[src/rtl/brick_mover.sv]
// Active-piece controller: turns button pulses and gravity into fit-check candidates,
// commits accepted ones, locks landed bricks, spawns the next type and detects game over.
module brick_mover #(
    parameter int X_W        = 4,
    parameter int Y_W        = 5,
    parameter int TYPE_W     = 3,
    parameter int NUM_TYPES  = 7,
    parameter int SPAWN_X    = 6,
    parameter int SPAWN_Y    = 0,
    parameter int GRAV_TICKS = 8
) (
    input  logic              clk_div22,
    input  logic              rst_1plus,
    input  logic              enable,
    input  logic              btn_left,
    input  logic              btn_right,
    input  logic              btn_rot_ccw,
    input  logic              btn_rot_cw,
    input  logic              btn_drop,
    output logic              chk_req,
    output logic [TYPE_W-1:0] chk_type,
    output logic [1:0]        chk_dir,
    output logic [X_W-1:0]    chk_x,
    output logic [Y_W-1:0]    chk_y,
    input  logic              chk_valid,
    input  logic              chk_ok,
    output logic [TYPE_W-1:0] brick_type,
    output logic [1:0]        dir,
    output logic [X_W-1:0]    cur_x,
    output logic [Y_W-1:0]    cur_y,
    output logic              lock,
    output logic              game_over
);
    localparam int GW = $clog2(GRAV_TICKS);
    localparam logic [X_W-1:0]    X_MAX  = '1;
    localparam logic [Y_W-1:0]    Y_MAX  = '1;
    localparam logic [GW-1:0]     G_LAST = GW'(GRAV_TICKS - 1);
    localparam logic [TYPE_W-1:0] T_LAST = TYPE_W'(NUM_TYPES);

    typedef enum logic [2:0] {S_SPAWN, S_IDLE, S_CHECK, S_LOCK, S_OVER} state_t;
    typedef enum logic [1:0] {K_SPAWN, K_MOVE, K_ROT, K_DOWN} kind_t;

    state_t            state;
    kind_t             kind;
    logic [TYPE_W-1:0] next_type;
    logic [GW-1:0]     grav_cnt;
    logic              drop_mode;

    // IDLE action decode in priority order; only one action is taken per cycle
    logic           down, issue, any_btn;
    kind_t          c_kind;
    logic [1:0]     c_dir;
    logic [X_W-1:0] c_x;
    logic [Y_W-1:0] c_y;

    assign any_btn = btn_drop | btn_rot_ccw | btn_rot_cw | btn_left | btn_right;

    always_comb begin
        down   = 1'b0;
        issue  = 1'b0;
        c_kind = K_MOVE;
        c_dir  = dir;
        c_x    = cur_x;
        c_y    = cur_y;
        if (btn_drop || grav_cnt == G_LAST) begin
            down   = 1'b1;
            c_kind = K_DOWN;
            c_y    = cur_y + Y_W'(1);
        end else if (btn_rot_ccw) begin
            issue  = 1'b1;
            c_kind = K_ROT;
            c_dir  = dir + 2'd1;
        end else if (btn_rot_cw) begin
            issue  = 1'b1;
            c_kind = K_ROT;
            c_dir  = dir - 2'd1;
        end else if (btn_left) begin
            issue  = (cur_x != '0);
            c_x    = cur_x - X_W'(1);
        end else if (btn_right) begin
            issue  = (cur_x != X_MAX);
            c_x    = cur_x + X_W'(1);
        end
    end

    always_ff @(posedge clk_div22 or posedge rst_1plus) begin
        if (rst_1plus) begin
            state      <= S_SPAWN;
            kind       <= K_SPAWN;
            brick_type <= '0;
            dir        <= '0;
            cur_x      <= X_W'(SPAWN_X);
            cur_y      <= Y_W'(SPAWN_Y);
            next_type  <= TYPE_W'(1);
            grav_cnt   <= '0;
            drop_mode  <= 1'b0;
            chk_req    <= 1'b0;
            chk_type   <= '0;
            chk_dir    <= '0;
            chk_x      <= '0;
            chk_y      <= '0;
            lock       <= 1'b0;
            game_over  <= 1'b0;
        end else begin
            lock <= 1'b0;
            case (state)
                S_SPAWN: begin
                    chk_req  <= 1'b1;
                    chk_type <= next_type;
                    chk_dir  <= '0;
                    chk_x    <= X_W'(SPAWN_X);
                    chk_y    <= Y_W'(SPAWN_Y);
                    kind     <= K_SPAWN;
                    state    <= S_CHECK;
                end
                S_IDLE: if (enable) begin
                    if (down) begin
                        if (btn_drop) drop_mode <= 1'b1;
                        else          grav_cnt  <= '0;
                    end else if (!any_btn) begin
                        grav_cnt <= grav_cnt + GW'(1);
                    end
                    // bottom row: nothing below can fit, land without asking
                    if (down && cur_y == Y_MAX) begin
                        lock  <= 1'b1;
                        state <= S_LOCK;
                    end else if (down || issue) begin
                        chk_req  <= 1'b1;
                        chk_type <= brick_type;
                        chk_dir  <= c_dir;
                        chk_x    <= c_x;
                        chk_y    <= c_y;
                        kind     <= c_kind;
                        state    <= S_CHECK;
                    end
                end
                S_CHECK: if (chk_valid) begin
                    if (chk_ok) begin
                        dir   <= chk_dir;
                        cur_x <= chk_x;
                        cur_y <= chk_y;
                        if (kind == K_SPAWN) begin
                            brick_type <= chk_type;
                            next_type  <= (next_type == T_LAST) ? TYPE_W'(1) : next_type + TYPE_W'(1);
                        end
                        // hard drop keeps requesting one row lower until something stops it
                        if (kind == K_DOWN && drop_mode) begin
                            if (chk_y == Y_MAX) begin
                                chk_req <= 1'b0;
                                lock    <= 1'b1;
                                state   <= S_LOCK;
                            end else begin
                                chk_y <= chk_y + Y_W'(1);
                            end
                        end else begin
                            chk_req <= 1'b0;
                            state   <= S_IDLE;
                        end
                    end else begin
                        chk_req <= 1'b0;
                        case (kind)
                            K_DOWN: begin
                                lock  <= 1'b1;
                                state <= S_LOCK;
                            end
                            K_SPAWN: begin
                                game_over <= 1'b1;
                                state     <= S_OVER;
                            end
                            default: state <= S_IDLE;
                        endcase
                    end
                end
                S_LOCK: begin
                    drop_mode <= 1'b0;
                    grav_cnt  <= '0;
                    state     <= S_SPAWN;
                end
                S_OVER:  state <= S_OVER;
                default: state <= S_SPAWN;
            endcase
        end
    end
endmodule

[config.mk]
export PLATFORM = sky130hd
export DESIGN_NAME = brick_mover
export DESIGN_NICKNAME = d
export VERILOG_FILES = /design/src/rtl/brick_mover.sv
export SDC_FILE = /design/constraint.sdc
export NUM_CORES = 1
export LEC_CHECK = 0
export BUFFER_PORTS_ARGS = -buffer_cell sky130_fd_sc_hd__buf_2
export CORE_ASPECT_RATIO = 0.5
export CORE_MARGIN = 8
export CORE_UTILIZATION = 56
export CTS_BUF_LIST = sky130_fd_sc_hd__clkbuf_16
export DETAILED_ROUTE_END_ITERATION = 8
export PLACE_DENSITY = 0.8
export SYNTH_ARGS = -nofsm -noshare
export SYNTH_HDL_FRONTEND = slang
export SYNTH_SLANG_ARGS = --single-unit
[constraint.sdc]
create_clock -name clk_div22 -period 2.69 [get_ports clk_div22]
set_input_delay 0.4035 -clock clk_div22 [delete_from_list [all_inputs] [get_ports clk_div22]]
set_output_delay 0.4035 -clock clk_div22 [all_outputs]
set_load 0.01 [all_outputs]
Word-level counts from Yosys, hierarchy flattened
Index checks and enable logic that the tools add are counted.
Widths: inputs -> output; s select.
Word-level totals
  bits in registers: 43
  output and inout port bits: 31
  word-level logic and storage cells: 148
Operators by class
  $add $sub $neg: 8
  equality and inequality tests: 23
  muxes and demuxes: 77
  bitwise logic cells: 5
  reduce and logical (&&, ||, !) cells: 19
Operators with widths (count)
  $mux 3: 15
  $mux 5: 8
  $mux 4: 8
  $mux 2: 12
  $reduce_and 4->1: 6
  $mux 1: 23
  $ne 2x2->1 const B: 9
  $pmux 3 s2: 3
  $pmux 5 s3: 1
  $pmux 3 s4: 1
  $add 5x1->5 const B: 2
  $eq 5x5->1 const B: 2
  $eq 3x3->1 const B: 3
  $ne 3x3->1 const B: 3
  $ne 4x4->1 const B: 2
  $pmux 2 s2: 2
  $pmux 4 s2: 1
  $reduce_and 8->1: 1
  $add 3x1->3 const B: 2
  $eq 3x2->1 const B: 2
  $reduce_and 6->1: 1
  $add 4x1->4 const B: 1
  $or 1x1->1: 4
  $pmux 1 s2: 2
  other kinds (15): 18

Longest topological paths before layout
Gate-level depths: netlist (run 1).
  depth after elaboration: 11
  gate-level depth with buffers: 9
  gate-level depth less buffers: 8

Worst setup path before layout (run 1)
Ideal clock, no wire load.
  path type: register -> register
  from: register chk_y[0]
  to: register state[0]
  data arrival time: 1.956 ns
  slack: 0.609 ns
  stages on the path, launching flop included: 8
  buffers on the path: 0
  cell sequence: dfrtp_1 ha_1 and3_1 ha_1 nor2b_1 nand4_1 o221ai_2 mux2_2
Between the ends
  cells in the longest elaborated chain, start to end: 3
RTL lines
  start: declaration: line 24  | output logic [Y_W-1:0] chk_y,
  start signal: assignment: line 112  | chk_y <= Y_W'(SPAWN_Y);
  start signal: assignment: line 132  | chk_y <= c_y;
  start signal: assignment: line 153  | chk_y <= chk_y + Y_W'(1);
  $eq 5x5->1: line 148  | if (chk_y == Y_MAX) begin
  $ne 4x4->1 (no line)
  $reduce_and 4->1 (no line)
  end signal: assignment: line 151  | state <= S_LOCK;
  end signal: assignment: line 157  | state <= S_IDLE;
  end signal: assignment: line 164  | state <= S_LOCK;
  end: declaration: line 43  | state_t state;
No other way between the ends.
A chain may end at the register's enable or synchronous reset.

Final worst setup path (run 1)
Same ends and word-level chain as after synthesis.

==> summary.txt, run 1 <==
Run status
  • Status: finished, final reports clean

Clock network
  • Clock Latency Late Sink: 280 ps
  • Root Buffer: clkbuf_16
  • TritonCTS clock tree: done
  • Clk pin slew, worst setup/hold paths: 60 ps
  • Number of hold buffers added after CTS: 0
  • Clock Tree Buf Depth: 2
  • Post-CTS setup buffer count: 0
  • CTS resizes: 0
  • CTS Sinks: 43
  • CTS Buf Count: 5
  • H-tree levels: 2

Yosys
  • Post-synth ARST share: 100%
  • Syn_area_per_cell: 10.7 um2
  • Gate count after technology mapping: 227
  • Cell Area, Synth: 0.00242 mm2
  • Number of synthesized flops with an enable pin: 0
  • Cell variety after synth: 50
  • Yosys warnings: 0
  • Net Count, Synth: 248
  • Yosys reg bits: 43
  • Dominant synthesized flop cell: dfrtp_1
  • Sequential area share after synthesis: 44.6%

Finish
  • N_diodes: 0
  • Most frequent cells in the layout: dfrtp_1 (40), buf_2 (40), nand2_1 (25), o21ai_0 (18), mux2_2 (16)
  • Fill count: 332
  • Share of layout cells above drive strength 1: 30.9%
  • Final #Nets: 292
  • Syn-to-layout area delta: 17.7%

STA
  • Final setup vio count: 0
  • Final hold vios: 0
  • Setup TNS: 0 ps
  • Achievable frequency: 433 MHz
  • RSZ-0062 raised after global routing: false
  • Final worst path period share: 85.8%
  • Post-Route Skew: 2.03 ps
  • Worst Tran Pin Value: 842 ps
  • Crit path time final: 2310 ps
  • Pins over their slew limit: 0
  • Max-slew headroom: 43.5%

Die
  • Effective utilization at floorplan: 56.7%
  • Rows: 17
  • Die area: 0.00682 mm2
  • Die height: 62.5 um
  • CORE AREA: 0.00428 mm2
  • I/O pins: 41
  • Width of the die: 109 um

Setup path
  • Crit path kind: register to register
  • Crit path launch type: register
  • CP Data Required Time: 2860 ps
  • Max FO, Critical Path: 6
  • Arrival @ worst endpoint: 2470 ps
  • CP endpoint kind: register

Detailed routing
  • Avg WL per Cell: 18.5 um
  • Post-Route WL: 6.07 mm
  • Iteration-0 DRC Markers: 139
  • ANT nets after route: 0
  • Drt first pass iters: 5
  • Via count: 1950
  • DRC viols: 0
  • Vias per inst: 5.93

Placed design
  • HPWL after DPL: 4.34 mm
  • Port bufs: 40
  • Gpl congestion: 0.906

Pwr
  • Power per cell area: 1090 mW/mm2
  • Peak VDD IR: 0.625 mV
  • Leak: 1.36 nW
  • Overall power: 3.10 mW

Global route
  • Vias in the first global route: 1874
  • First-pass GRT wire length: 9.94 mm
  • Largest net degree at the start of global routing: 24
  • GRT Util Overall: 18.4%
  • GRT overflow: 0
  • Initial antenna violation count: 0

Flow run
  • MaxCap Viol Count: 0

Min path
  • Min-delay worst type: input pin to async pin
==> cell usage after synthesis (3+ instances only) <==
| master | count | share of area [%] |
|---|---|---|
| dfrtp_1 | 40 | 41 |
| nand2_1 | 25 | 3.9 |
| o21ai_0 | 18 | 3.7 |
| mux2_2 | 16 | 7.4 |
| nor2_1 | 13 | 2.0 |
| ha_1 | 11 | 5.7 |
| inv_1 | 9 | 1.4 |
| mux2i_1 | 8 | 3.3 |
| a21oi_1 | 5 | 1.0 |
| buf_2 | 5 | 1.0 |
| nor2b_1 | 5 | 1.3 |
| o31ai_1 | 5 | 1.5 |
| xnor2_1 | 5 | 1.8 |
| a31oi_1 | 4 | 1.0 |
| and3_1 | 4 | 1.0 |
| xor2_1 | 4 | 1.4 |
| buf_4 | 3 | 0.93 |
| dfstp_2 | 3 | 3.3 |
| nor3b_4 | 3 | 2.3 |
| o22ai_1 | 3 | 0.77 |
| o32ai_1 | 3 | 1.1 |
==> state kept, by name (all words and copies together) (netlist names) <==
name / count
brick_type: 3
chk_dir: 2
chk_req: 1
chk_type: 3
chk_x: 4
chk_y: 5
cur_x: 4
cur_y: 5
dir: 2
drop_mode: 1
game_over: 1
grav_cnt: 3
kind: 2
lock: 1
next_type: 3
state: 3
==> worst paths after layout <==
check / startpoint / endpoint / slack (ps) / cells after the start
max in group asynchronous: rst_1plus / cur_x[1] / 1740 / 3
max reg2reg: chk_y[0] / state[0] / 380 / 7
min: rst_1plus / chk_type[0] / 180 / 2
max: chk_y[0] / state[0] / 380 / 7
min reg2reg: game_over / game_over / 470 / 1
min in group clk_div22: game_over / game_over / 470 / 1
==> logic make-up (layout without fill, tap and decap cells) <==
kind of cell	after synthesis	in the layout	synth area share, %
mux	24	24	10.7
buf+inv	18	63	3.51
xor+xnor	9	9	3.25
compound gates	55	55	16.1
fa+ha+maj	11	11	5.68
simple gates	67	67	16.2
flops	43	43	44.6
==> stage by stage <==
step	worst slack [ps]	utilization, %	hold slack [ps]	cells	area, um2
6_report	381	66.7	180	329	2850
5_1_grt	260	66.7	238	329	2850
4_1_cts	413	66.7	196	329	2850
3_5_place_dp	430	62.9	461	321	2690
3_3_place_gp	561	62.9	466	321	2690
2_1_floorplan	609	-	498	227	2420
==> report_power, final <==
part	internal [mW]	switching (mW)	total [mW]
clock network	0.433	0.247	0.680
registers	0.895	0.302	1.20
logic	0.565	0.661	1.23
total	1.89	1.21	3.10
==> worst max-delay path, cell delays in order, from the launching register on <==
cell and delay (ps):
dfrtp_1 430, ha_1 240, and3_1 190, ha_1 190, nor2b_1 160, nand4_1 250, o221ai_2 360, mux2_2 380
==> final cells by class <==
type	instances	area (um2)	share of cell area, %
repair buffers	46	245	8.60
clock inverters	3	38.8	1.36
well taps	57	71.3	2.50
inverters	9	33.8	1.18
multi-input cells	166	1260	44.1
clock buffers	5	125	4.39
flip-flops and latches	43	1080	37.9
==> metal layers <==
metal / vias up / routed length [um] / track usage (%)
li1: 915 / - / -
met1: 952 / 3100 / 28.3
met2: 77 / 2480 / 24.1
met3: 6 / 438 / 4.73
met4: 0 / 58 / 4.74
met5: - / 0 / 0
No activity file was read; power rests on OpenSTA's default activity.
==> run 2: changes to the inputs <==
--- a/config.mk
+++ b/config.mk
@@ -11,6 +11,7 @@
 export CORE_UTILIZATION = 56
 export CTS_BUF_LIST = sky130_fd_sc_hd__clkbuf_16
 export DETAILED_ROUTE_END_ITERATION = 8
+export GPL_TIMING_DRIVEN = 0
 export PLACE_DENSITY = 0.8
 export SYNTH_ARGS = -nofsm -noshare
 export SYNTH_HDL_FRONTEND = slang
==> run 2 against run 1 <==
  * First-iteration DRC count is 14% lower
  * Final area is 1.6% higher
  * Sequential share of layout area is 0.60 points lower
  * Combinational power is 5% higher
  * Hold slack worse by 89 ps
  * Critical path depth is 1 higher
  * Flip-flop and latch count stayed put
  * Critical endpoint is now chk_x[3]
  * Highest routed layer unchanged
==> summary.txt, run 2 (same netlist as run 1, synthesis figures left out) <==
STA
  • Pins over their slew limit: 0
  • Final setup vio count: 0
  • Crit path time final: 2490 ps
  • Achievable frequency: 402 MHz
  • Setup TNS: 0 ps
  • Max-slew headroom: 54.0%
  • Final hold vios: 0
  • Final worst path period share: 92.5%
  • Final Worst Setup Slack: 202 ps
  • RSZ-0062 raised after global routing: false
  • Worst Tran Pin Value: 689 ps
  • Post-Route Skew: 7.56 ps
  • Hold WS: 91.7 ps

Finish
  • Most frequent cells in the layout: buf_2 (44), dfrtp_1 (40), nand2_1 (25), o21ai_0 (18), mux2_2 (16)
  • N_diodes: 0
  • Multi-input combinational cell area: 0.00126 mm2
  • Register area: 0.00108 mm2
  • Most common cell after layout, fill and taps aside: buf_2
  • Syn-to-layout area delta: 19.6%
  • Final #Nets: 295
  • Post-route cell area: 0.00290 mm2
  • Largest registers: chk_y x5, cur_y x5
  • Fill count: 322
  • Share of layout cells above drive strength 1: 31.6%

Pwr
  • Leak: 1.38 nW
  • Overall power: 3.20 mW
  • Power per cell area: 1110 mW/mm2
  • Net Sw Power: 1.21 mW
  • Clock share of power: 23.9%
  • Int Pwr: 1.99 mW
  • Peak VDD IR: 0.548 mV
  • Logic pwr share: 40.2%
  • Switching share of power: 37.8%
  • Sequential power share: 35.8%

Run status
  • Status: finished, final reports clean

Clock network
  • Root Buffer: clkbuf_16
  • TritonCTS clock tree: done
  • CTS Sinks: 43
  • Clk pin slew, worst setup/hold paths: 60 ps
  • Clock Tree Buf Depth: 2
  • CTS resizes: 0
  • H-tree levels: 2
  • Post-CTS setup buffer count: 0
  • Number of hold buffers added after CTS: 0
  • CTS Buf Count: 5
  • Clock Latency Late Sink: 280 ps

Die
  • I/O pins: 41
  • CORE AREA: 0.00428 mm2
  • Die height: 62.5 um
  • Rows: 17
  • Effective utilization at floorplan: 56.7%
  • Die area: 0.00682 mm2
  • Width of the die: 109 um

Placed design
  • Gpl congestion: 0.877
  • Post-place setup slack: 320 ps
  • Area post-placement: 0.00271 mm2
  • HPWL after DPL: 4.44 mm
  • Port bufs: 39

Global route
  • GRT overflow: 0
  • GRT Util Overall: 18.9%
  • First-pass GRT wire length: 10.2 mm
  • Initial antenna violation count: 0
  • Vias in the first global route: 1941
  • Largest net degree at the start of global routing: 29

Detailed routing
  • Avg WL per Cell: 18.4 um
  • DRC viols: 0
  • ANT nets after route: 0
  • Post-Route WL: 6.11 mm
  • Iteration-0 DRC Markers: 120
  • Drt first pass iters: 4
  • Vias per inst: 5.89
  • Via count: 1954

Setup path
  • Worst r2r src: grav_cnt[0]
  • R2r worst-path depth: 8
  • CP Data Required Time: 2860 ps
  • Crit path kind: register to register
  • Arrival @ worst endpoint: 2650 ps
  • Max FO, Critical Path: 10
  • CP endpoint kind: register
  • Reg2reg end: chk_x[3]
  • Crit path launch type: register
  • Reg2Reg Setup Slack: 200 ps

Flow run
  • MaxCap Viol Count: 0

Min path
  • Min-delay worst type: input pin to async pin
run 2: metal layers:
metal  GRT usage (%)  part of all wire (%)
met5               0                     0
met4            3.55                  0.59
met3            5.76                   9.1
met2            25.6                    43
met1            28.3                    47
run 2: power by group through the flow:
stage / registers (mW) / logic (mW) / clock network (mW)
2_1_floorplan: 1.16 / 0.823 / 0
3_3_place_gp: 1.13 / 1.24 / 0
3_5_place_dp: 1.15 / 1.27 / 0
4_1_cts: 1.14 / 1.29 / 0.772
5_1_grt: 1.19 / 1.43 / 0.795
6_report: 1.15 / 1.29 / 0.767
run 2: critical path, stage by stage (launching register included):
cell	delay, ps
dfrtp_1	400
ha_1	210
ha_1	250
nor4_4	550
o21ai_0	190
o21ai_2	300
buf_2	300
nand2_1	90
o31ai_1	80
run 2: worst max-delay path by stage:
stage                           start    endpoint  cells after the start
final                     grav_cnt[0]    chk_x[3]                      8
after global routing      grav_cnt[0]    chk_x[2]                      7
after detailed placement  grav_cnt[0]  chk_dir[1]                      8
after CTS                 grav_cnt[0]    chk_x[3]                      8
after global placement    grav_cnt[0]    chk_x[2]                      7
after floorplan              chk_y[0]    state[0]                      7
run 2: cell type report:
class | count | share of cell area (%)
Buffer | 9 | 1.77
Multi-Input combinational cell | 166 | 43.4
Clock inverter | 3 | 2.20
Clock buffer | 5 | 4.32
Inverter | 9 | 1.17
Sequential cell | 43 | 37.2
Tap cell | 57 | 2.46
Timing Repair Buffer | 40 | 7.42
run 2: per-stage QoR:
stage,util [%],std cells
finish,67.8,332
global route,67.8,332
CTS,67.8,332
detailed placement,63.4,324
global placement,62.9,323
floorplan,-,227
